**config.mk**
```make
export PLATFORM = sky130hd
export DESIGN_NAME = fetch_unit
export DESIGN_NICKNAME = d
export VERILOG_FILES = /design/src/rtl/fetch_unit.sv
export SDC_FILE = /design/constraint.sdc
export NUM_CORES = 1
export LEC_CHECK = 0
export ABC_AREA = 1
export ABC_CLOCK_PERIOD_IN_PS = 6550
export CAP_MARGIN = 10
export CORE_UTILIZATION = 56
export CTS_CLUSTER_DIAMETER = 200
export DETAILED_ROUTE_END_ITERATION = 10
export PLACE_DENSITY = 0.87
export SLEW_MARGIN = 10
export SYNTH_ARGS = -nofsm -noshare
export SYNTH_HDL_FRONTEND = slang
export SYNTH_SLANG_ARGS = --single-unit
```
**constraint.sdc**
```tcl
create_clock -name clk -period 6.55 [get_ports clk]
set_input_delay 1.31 -clock clk [delete_from_list [all_inputs] [get_ports clk]]
set_output_delay 1.31 -clock clk [all_outputs]
set_load 0.01 [all_outputs]
```
**src/rtl/fetch_unit.sv**
```systemverilog
// fetch_unit: two-state FETCH/EXEC instruction fetch with PC sequencing,
// branch/jump target generation and a retired-instruction counter.
module fetch_unit #(
  parameter logic [31:0] RESET_PC = 32'h0000_0000
) (
  input  logic        clk,
  input  logic        rst,
  input  logic [1:0]  pc_s,
  input  logic        hold,
  output logic        im_req,
  output logic [31:0] im_addr,
  input  logic        im_ack,
  input  logic [31:0] im_rdata,
  output logic [31:0] pc,
  output logic [31:0] ir,
  output logic        ir_valid,
  output logic [31:0] instr_count
);
  typedef enum logic {FETCH, EXEC} state_t;
  state_t      state_q, state_d;
  logic [31:0] pc_q, pc_d, ir_q, ir_d, cnt_q, cnt_d;
  logic [31:0] pc_plus4, br_tgt, j_tgt, next_pc;
  logic        im_req_q, fetch_done, retire;
  always_comb begin
    pc_plus4   = pc_q + 32'd4;
    br_tgt     = pc_plus4 + {{14{ir_q[15]}}, ir_q[15:0], 2'b00};
    j_tgt      = {pc_plus4[31:28], ir_q[25:0], 2'b00};
    next_pc    = pc_s == 2'b01 ? j_tgt : pc_s == 2'b10 ? br_tgt : pc_plus4;
    fetch_done = state_q == FETCH && im_ack;
    retire     = state_q == EXEC && !hold;
    state_d    = fetch_done ? EXEC : retire ? FETCH : state_q;
    ir_d       = fetch_done ? im_rdata : ir_q;
    pc_d       = retire ? next_pc : pc_q;
    cnt_d      = retire ? cnt_q + 32'd1 : cnt_q;
  end
  // im_req is registered so it stays low through reset and rises on the first edge after release
  always_ff @(posedge clk or posedge rst) begin
    if (rst) begin
      state_q  <= FETCH;
      pc_q     <= RESET_PC;
      ir_q     <= '0;
      cnt_q    <= '0;
      im_req_q <= 1'b0;
    end else begin
      state_q  <= state_d;
      pc_q     <= pc_d;
      ir_q     <= ir_d;
      cnt_q    <= cnt_d;
      im_req_q <= state_d == FETCH;
    end
  end
  assign im_req      = im_req_q;
  assign im_addr     = pc_q;
  assign pc          = pc_q;
  assign ir          = ir_q;
  assign ir_valid    = state_q == EXEC;
  assign instr_count = cnt_q;
endmodule

```
==> run_results.csv, run 1 <==
group,metric,value,unit
power,p_total,0.00399,W
cts,cts-root-buf,"clkbuf_16",
global_routing,grt_pass1_vias,7459,
timing,worstMarginPinSlew,0.947,ns
cts,post_cts_resized,0,
drt,route.detailed.drc,0,
placed_design,placed_cell_area,9260,um^2
floorplanning,ios,168,
placed_design,dp_hpwl,17.7,mm
global_routing,antenna_found_initial,0,
floorplanning,die_h,119,um
synthesis,ys.flop_type,"dfrtp_1",
synthesis,ys_seq_area_frac,0.312,
min_path,hold_path.class,"flop to flop",
floorplanning,die_w,119,um
final_layout,multi_input_area,4360,um^2
timing,max_slew_margin,0.366,
synthesis,synth.distinct_cells,49,
critical_path,crit_type,"input port to flop",
critical_path,r2r.worst_path.cells,16,
global_routing,grt_overflow,0,
cts,hold_buffers,0,
synthesis,ys.warnings.count,0,
synthesis,syn_area,7690,um^2
min_path,hold_end,"ir[30]$_DFFE_PP0P_",
timing,setup_viol,0,
global_routing,grt_max_degree,52,
timing,finalHoldViolCount,0,
synthesis,synth_edf_count,0,
cts,cts_buffer_depth,2,
cts,cts_setup_buffers,0,
drt,finalWirelength,22.8,mm
placed_design,gp_congestion,0.982,
power,pwr-share-comb,0.605,
min_path,whs_path_depth,1,
min_path,min-delay-start,"ir[30]$_DFFE_PP0P_",
drt,routed-via-count,7798,
drt,drt_iter0_drc,780,
power,p_per_area,417,nW/um^2
critical_path,cp.required,6.78,ns
synthesis,yosysTopAreaCell,"dfrtp_1",
timing,period_share,0.568,
status,status,"complete, no violations",
final_layout,drive_gt1_frac,0.0721,
timing,clock_skew,0.0110,ns
placed_design,io_buffers,163,
final_layout,final_area,9570,um^2
synthesis,yosysMostFrequentCell,"nand2_1",
final_layout,fin_nets,1306,
synthesis,syn_area_per_cell,6.99,um^2
cts,cts.sinks,96,
floorplanning,dieArea,14200,um^2
final_layout,syn2layout_area_growth,24.4,%
power,p_leak,4.75,nW
synthesis,ys_ff_latch,96,
timing,tns,0,ns
timing,rsz0062_at_grt,"no",
critical_path,crit_fanout,18,
critical_path,reg2reg_slack,3.17,ns
timing,fmax,0.269,GHz
final_layout,ff_latch_area,2400,um^2
drt,avgViaCountPerCell,5.53,
global_routing,grt_pass1_wl,36.9,mm
synthesis,async_flop_share,1.00,
critical_path,crit_arrival,3.95,ns
synthesis,synthCells,1100,
floorplanning,start_util,0.579,
cts,h-tree-depth,3,
drt,wire_per_inst,16.2,um
power,seq_power_share,0.254,
timing,final_period_minus_worst_setup_slack,3.72,ns
critical_path,reg2reg_from,"im_addr[2]$_DFFE_PP0P_",
cts,cts_buffers,9,
drt,ant_nets,0,
power,p_sw_frac,0.480,
drt,drtPass1Iterations,5,
synthesis,yosysTopAreaCellShare,0.312,
timing,fin_ws,2.83,ns
synthesis,synth_common_cells,"nand2_1 (290), inv_1 (158), dfrtp_1 (96)",
critical_path,start_kind,"input port",
cts,cts_tree,"yes",
synthesis,synth_area_leaders,"dfrtp_1 (31%), nand2_1 (14%), inv_1 (7.7%), ha_1 (6.2%), nand3_1 (5.3%)",
power,intPower,0.00207,W
cts,path_clk_slew,0.07,ns
run,maxCapViolCount,0,
cts,clk_latency,0.36,ns
power,power_switching,0.00192,W
critical_path,crit_path_end_kind,"flop",
power,ir_drop,0.288,mV
floorplanning,num_rows,42,
power,clock_power_share,0.140,
timing,slew_violations,0,
floorplanning,core_area,13300,um^2
global_routing,grt_usage,0.334,
critical_path,worst_r2r_endpoint,"im_addr[24]$_DFFE_PP0P_",
placed_design,pre_cts_slack,2.56,ns
final_layout,fillers,1066,
final_layout,antenna_cells,0,
-- critical path: stages --
cell             delay (ns)
clkdlybuf4s50_1        0.45
inv_1                  0.05
nand2_2                0.29
inv_1                  0.27
nor2_2                 0.63
clkinv_1               0.52
o2111ai_1              0.31
o21ai_0                0.11
-- layout by cell type (no fill, tap or decap), types with 2 or more instances in the layout --
master,n
nand3b_1,4
nand2_1,289
o21bai_1,7
inv_1,157
nand4_2,2
xor2_1,36
nand2_2,10
o21ai_1,4
ha_1,38
clkinv_4,3
o21ai_0,38
nor3_4,2
clkdlybuf4s50_1,163
nor3_1,17
o2111ai_1,4
a21oi_1,61
or2_2,4
nor3_2,2
dfrtp_1,96
mux2_2,19
nand4_1,18
inv_2,6
a21o_1,2
a21oi_2,2
buf_4,3
a31oi_1,3
xnor2_1,14
nand3_1,82
nand3_2,3
nor2_1,95
clkbuf_16,9
conb_1,4
and2_1,3
nor2_2,6
nor2_4,10
-- routing by layer --
| layer | wire, um | share of wire | GRT usage | vias to the layer above |
|---|---|---|---|---|
| met2 | 10300 | 0.45 | 0.519 | 395 |
| met1 | 9520 | 0.42 | 0.446 | 3579 |
| met4 | 977 | 0.043 | 0.160 | 0 |
| li1 | - | - | - | 3755 |
| met3 | 2000 | 0.088 | 0.0661 | 69 |
| met5 | 0 | 0 | 0 | - |
-- how the worst max path moves through the flow --
stage | end | slack, ns | from
final | im_addr[6]$_DFFE_PP0P_ | 2.83 | pc_s[1]
after global routing | im_addr[10]$_DFFE_PP0P_ | 2.60 | pc_s[1]
after CTS | im_addr[21]$_DFFE_PP0P_ | 2.92 | pc_s[1]
after detailed placement | im_addr[6]$_DFFE_PP0P_ | 2.56 | pc_s[1]
after global placement | im_addr[10]$_DFFE_PP0P_ | 2.64 | pc_s[1]
after floorplan | im_addr[10]$_DFFE_PP0P_ | 2.73 | rst
-- registers in the layout, indices dropped and copies added, names as in the netlist --
register     cells
ir              32
im_addr         30
im_req           1
ir_valid         1
instr_count     32
-- area by class of cell --
class                           instances  share of cell area
Sequential cell                        96               0.251
Timing Repair Buffer                  166               0.173
Multi-Input combinational cell        791               0.455
Inverter                              165              0.0650
Tap cell                              176              0.0230
Clock buffer                           10              0.0250
Clock inverter                          6             0.00797
-- power groups by stage --
stage	Combinational, W	Sequential, W	Clock [W]
3_5_place_dp	0.00237	0.00102	0
5_1_grt	0.00268	0.00104	0.000588
2_1_floorplan	0.00154	0.00101	0
3_3_place_gp	0.00233	0.00101	0
6_report	0.00242	0.00102	0.000560
4_1_cts	0.00239	0.00101	0.000568
-- kinds of logic (layout without fill, tap and decap cells) --
logic type	count (synthesis)	in the layout	synth area share
AND/OR/NAND/NOR	551	551	0.323
buffers and inverters	216	347	0.123
AO/OA/AOI/OAI	128	128	0.0925
flip-flops	96	96	0.312
XOR/XNOR	50	50	0.0569
adder cells (fa/ha/maj)	39	39	0.0644
multiplexers	19	19	0.0278
other	1	4	0.000487
-- through the flow --
step	util	hold WS [ns]	instances
3_3_place_gp	0.696	0.488	1394
3_5_place_dp	0.696	0.500	1394
4_1_cts	0.720	0.515	1410
2_1_floorplan	-	0.525	1103
6_report	0.720	0.511	1410
5_1_grt	0.720	0.536	1410
Power figures use the tool's default switching activity.
==> inputs of run 2 (changes only) <==
--- a/config.mk
+++ b/config.mk
@@ -6,12 +6,12 @@
 export NUM_CORES = 1
 export LEC_CHECK = 0
 export ABC_AREA = 1
-export ABC_CLOCK_PERIOD_IN_PS = 6550
+export ABC_CLOCK_PERIOD_IN_PS = 3300
 export CAP_MARGIN = 10
-export CORE_UTILIZATION = 56
+export CORE_UTILIZATION = 47
 export CTS_CLUSTER_DIAMETER = 200
 export DETAILED_ROUTE_END_ITERATION = 10
-export PLACE_DENSITY = 0.87
+export PLACE_DENSITY = 0.78
 export SLEW_MARGIN = 10
 export SYNTH_ARGS = -nofsm -noshare
 export SYNTH_HDL_FRONTEND = slang
==> constraint.sdc (replaced) <==
create_clock -name clk -period 3.3 [get_ports clk]
set_input_delay 0.66 -clock clk [delete_from_list [all_inputs] [get_ports clk]]
set_output_delay 0.66 -clock clk [all_outputs]
set_load 0.01 [all_outputs]
==> run_results.csv, run 2 (synthesized netlist as in run 1, its figures left out) <==
group,metric,value,unit
status,status,"complete, no violations",
power,p_leak,4.85,nW
floorplanning,dieArea,16900,um^2
timing,finalHoldViolCount,0,
global_routing,grt_pass1_wl,38.9,mm
drt,avgViaCountPerCell,5.33,
global_routing,grt_overflow,0,
global_routing,grt_max_degree,51,
cts,clk_latency,0.36,ns
placed_design,io_buffers,163,
power,p_sw_frac,0.483,
floorplanning,start_util,0.483,
final_layout,syn2layout_area_growth,28.5,%
timing,setup_viol,0,
cts,cts_tree,"yes",
critical_path,crit_path_end_kind,"flop",
final_layout,fillers,1452,
global_routing,antenna_found_initial,0,
critical_path,crit_path_max_incr_delay,0.42,ns
critical_path,cp.required,3.55,ns
timing,worstMarginPinSlew,0.812,ns
cts,cts_buffers,9,
drt,finalWirelength,24.8,mm
cts,cts.sinks,96,
timing,max_slew_margin,0.459,
critical_path,crit_chain,"ha_1, inv_1, nor3_4, nand4_1, nor2_1, nand2_1, nand2_1, inv_1, ha_2, nand2_1, nor2_1, inv_1, nor3_1, nand3_1, nand4_1, nand3_1, nand2_1, nand2_1",
floorplanning,die_h,130,um
drt,ant_nets,0,
drt,routed-via-count,7844,
placed_design,placedCellCount,1452,
critical_path,crit_type,"flop to flop",
floorplanning,num_rows,46,
final_layout,finish.utilization,0.620,
cts,cts_buffer_depth,2,
drt,drtPass1Iterations,5,
power,pwr-share-comb,0.623,
critical_path,start_kind,"flop",
placed_design,gp_congestion,1.01,
power,p_total,0.00823,W
power,intPower,0.00425,W
critical_path,crit_fanout,5,
placed_design,dp_hpwl,19.2,mm
drt,wire_per_inst,16.8,um
drt,route.detailed.drc,0,
final_layout,instances_no_fill,1473,
drt,drt_iter0_drc,733,
power,clock_power_share,0.136,
cts,h-tree-depth,3,
timing,period_share,0.958,
critical_path,crit_top_cell,"nand2_1",
cts,cts-root-buf,"clkbuf_16",
final_layout,fin_nets,1329,
critical_path,reg2reg_slack,0.14,ns
timing,clock_skew,0.0103,ns
timing,final_period_minus_worst_setup_slack,3.16,ns
critical_path,crit_arrival,3.42,ns
floorplanning,core_area,15900,um^2
floorplanning,die_w,130,um
timing,tns,0,ns
critical_path,cpMaxStageDelayCell,"dfrtp_2",
global_routing,grt_pass1_vias,7313,
run,maxCapViolCount,0,
global_routing,grt_usage,0.306,
final_layout,mostFrequentLayoutCell,"nand2_1",
timing,fmax,0.316,GHz
critical_path,path_delay_family,"simple AND/OR/NAND/NOR gates",
power,power_switching,0.00398,W
timing,fin_worst_hold_slack,0.508,ns
final_layout,final_cell_mix,"nand2_1 (287), clkdlybuf4s50_1 (163), inv_1 (157)",
final_layout,antenna_cells,0,
timing,slew_violations,0,
final_layout,drive_gt1_frac,0.106,
power,ir_drop,0.462,mV
power,seq_power_share,0.241,
floorplanning,ios,168,
power,p_per_area,833,nW/um^2
cts,path_clk_slew,0.07,ns
min_path,hold_path.class,"flop to flop",
critical_path,path_buf_inv,3,
run 2: changes by cell type in the layout (fill, tap and decap cells not counted), moves of 3 or more:
cell / before / now
buf_4: 3 / 25
dfrtp_1: 96 / 88
dfrtp_2: 0 / 8
ha_1: 38 / 35
nor2_1: 95 / 90
nor2_4: 10 / 14
run 2: power by group through the flow:
stage | Sequential, W | Combinational, W | Clock [W]
after CTS | 0.00196 | 0.00496 | 0.00113
after detailed placement | 0.00197 | 0.00492 | 0
after floorplan | 0.00200 | 0.00306 | 0
final | 0.00199 | 0.00513 | 0.00112
after global placement | 0.00196 | 0.00489 | 0
after global routing | 0.00203 | 0.00566 | 0.00118
run 2: final timing paths:
| path | start | end | depth (start not counted) |
|---|---|---|---|
| setup / recovery | im_addr[3]$_DFFE_PP0P_ | im_addr[27]$_DFFE_PP0P_ | 18 |
| hold / removal | ir[29]$_DFFE_PP0P_ | ir[29]$_DFFE_PP0P_ | 1 |
| setup reg to reg | im_addr[3]$_DFFE_PP0P_ | im_addr[27]$_DFFE_PP0P_ | 18 |
| hold reg to reg | ir[29]$_DFFE_PP0P_ | ir[29]$_DFFE_PP0P_ | 1 |
| max in group asynchronous | rst | instr_count[22]$_DFFE_PP0P_ | 3 |
| min in group asynchronous | rst | ir[31]$_DFFE_PP0P_ | 2 |
run 2: metal layers:
layer  part of all wire  track usage  wire length [um]  vias to the layer above
met2               0.44        0.470             11000                      409
li1                   -            -                 -                     3780
met5                  0            0                 0                        -
met3              0.096       0.0697              2380                       62
met1               0.43        0.416             10600                     3593
met4              0.034        0.123               840                        0
run 2: repair_timing:
action / in CTS / in global routing
pin swaps: 0 / 2
resized for setup: 1 / 27
setup endpoints to repair: 1 / 16
hold buffers: 0 / 0
setup buffers: 0 / 5
run 2: final cells by class:
cell class / count / area, um^2 / share of cell area
clock buffer: 10 / 229 / 0.0232
clock inverter: 6 / 76.3 / 0.00772
inverter: 165 / 622 / 0.0629
multi-input combinational: 791 / 4440 / 0.449
sequential: 96 / 2410 / 0.244
tap: 216 / 270 / 0.0273
timing repair buffer: 189 / 1840 / 0.186
run 2: metrics by stage:
step                instance area (um^2)  worst slack (ns)
floorplan                           7700             0.135
global placement                    9460            0.0244
detailed placement                  9460            0.0123
CTS                                 9760            0.0640
global route                        9890           -0.0136
finish                              9890             0.138
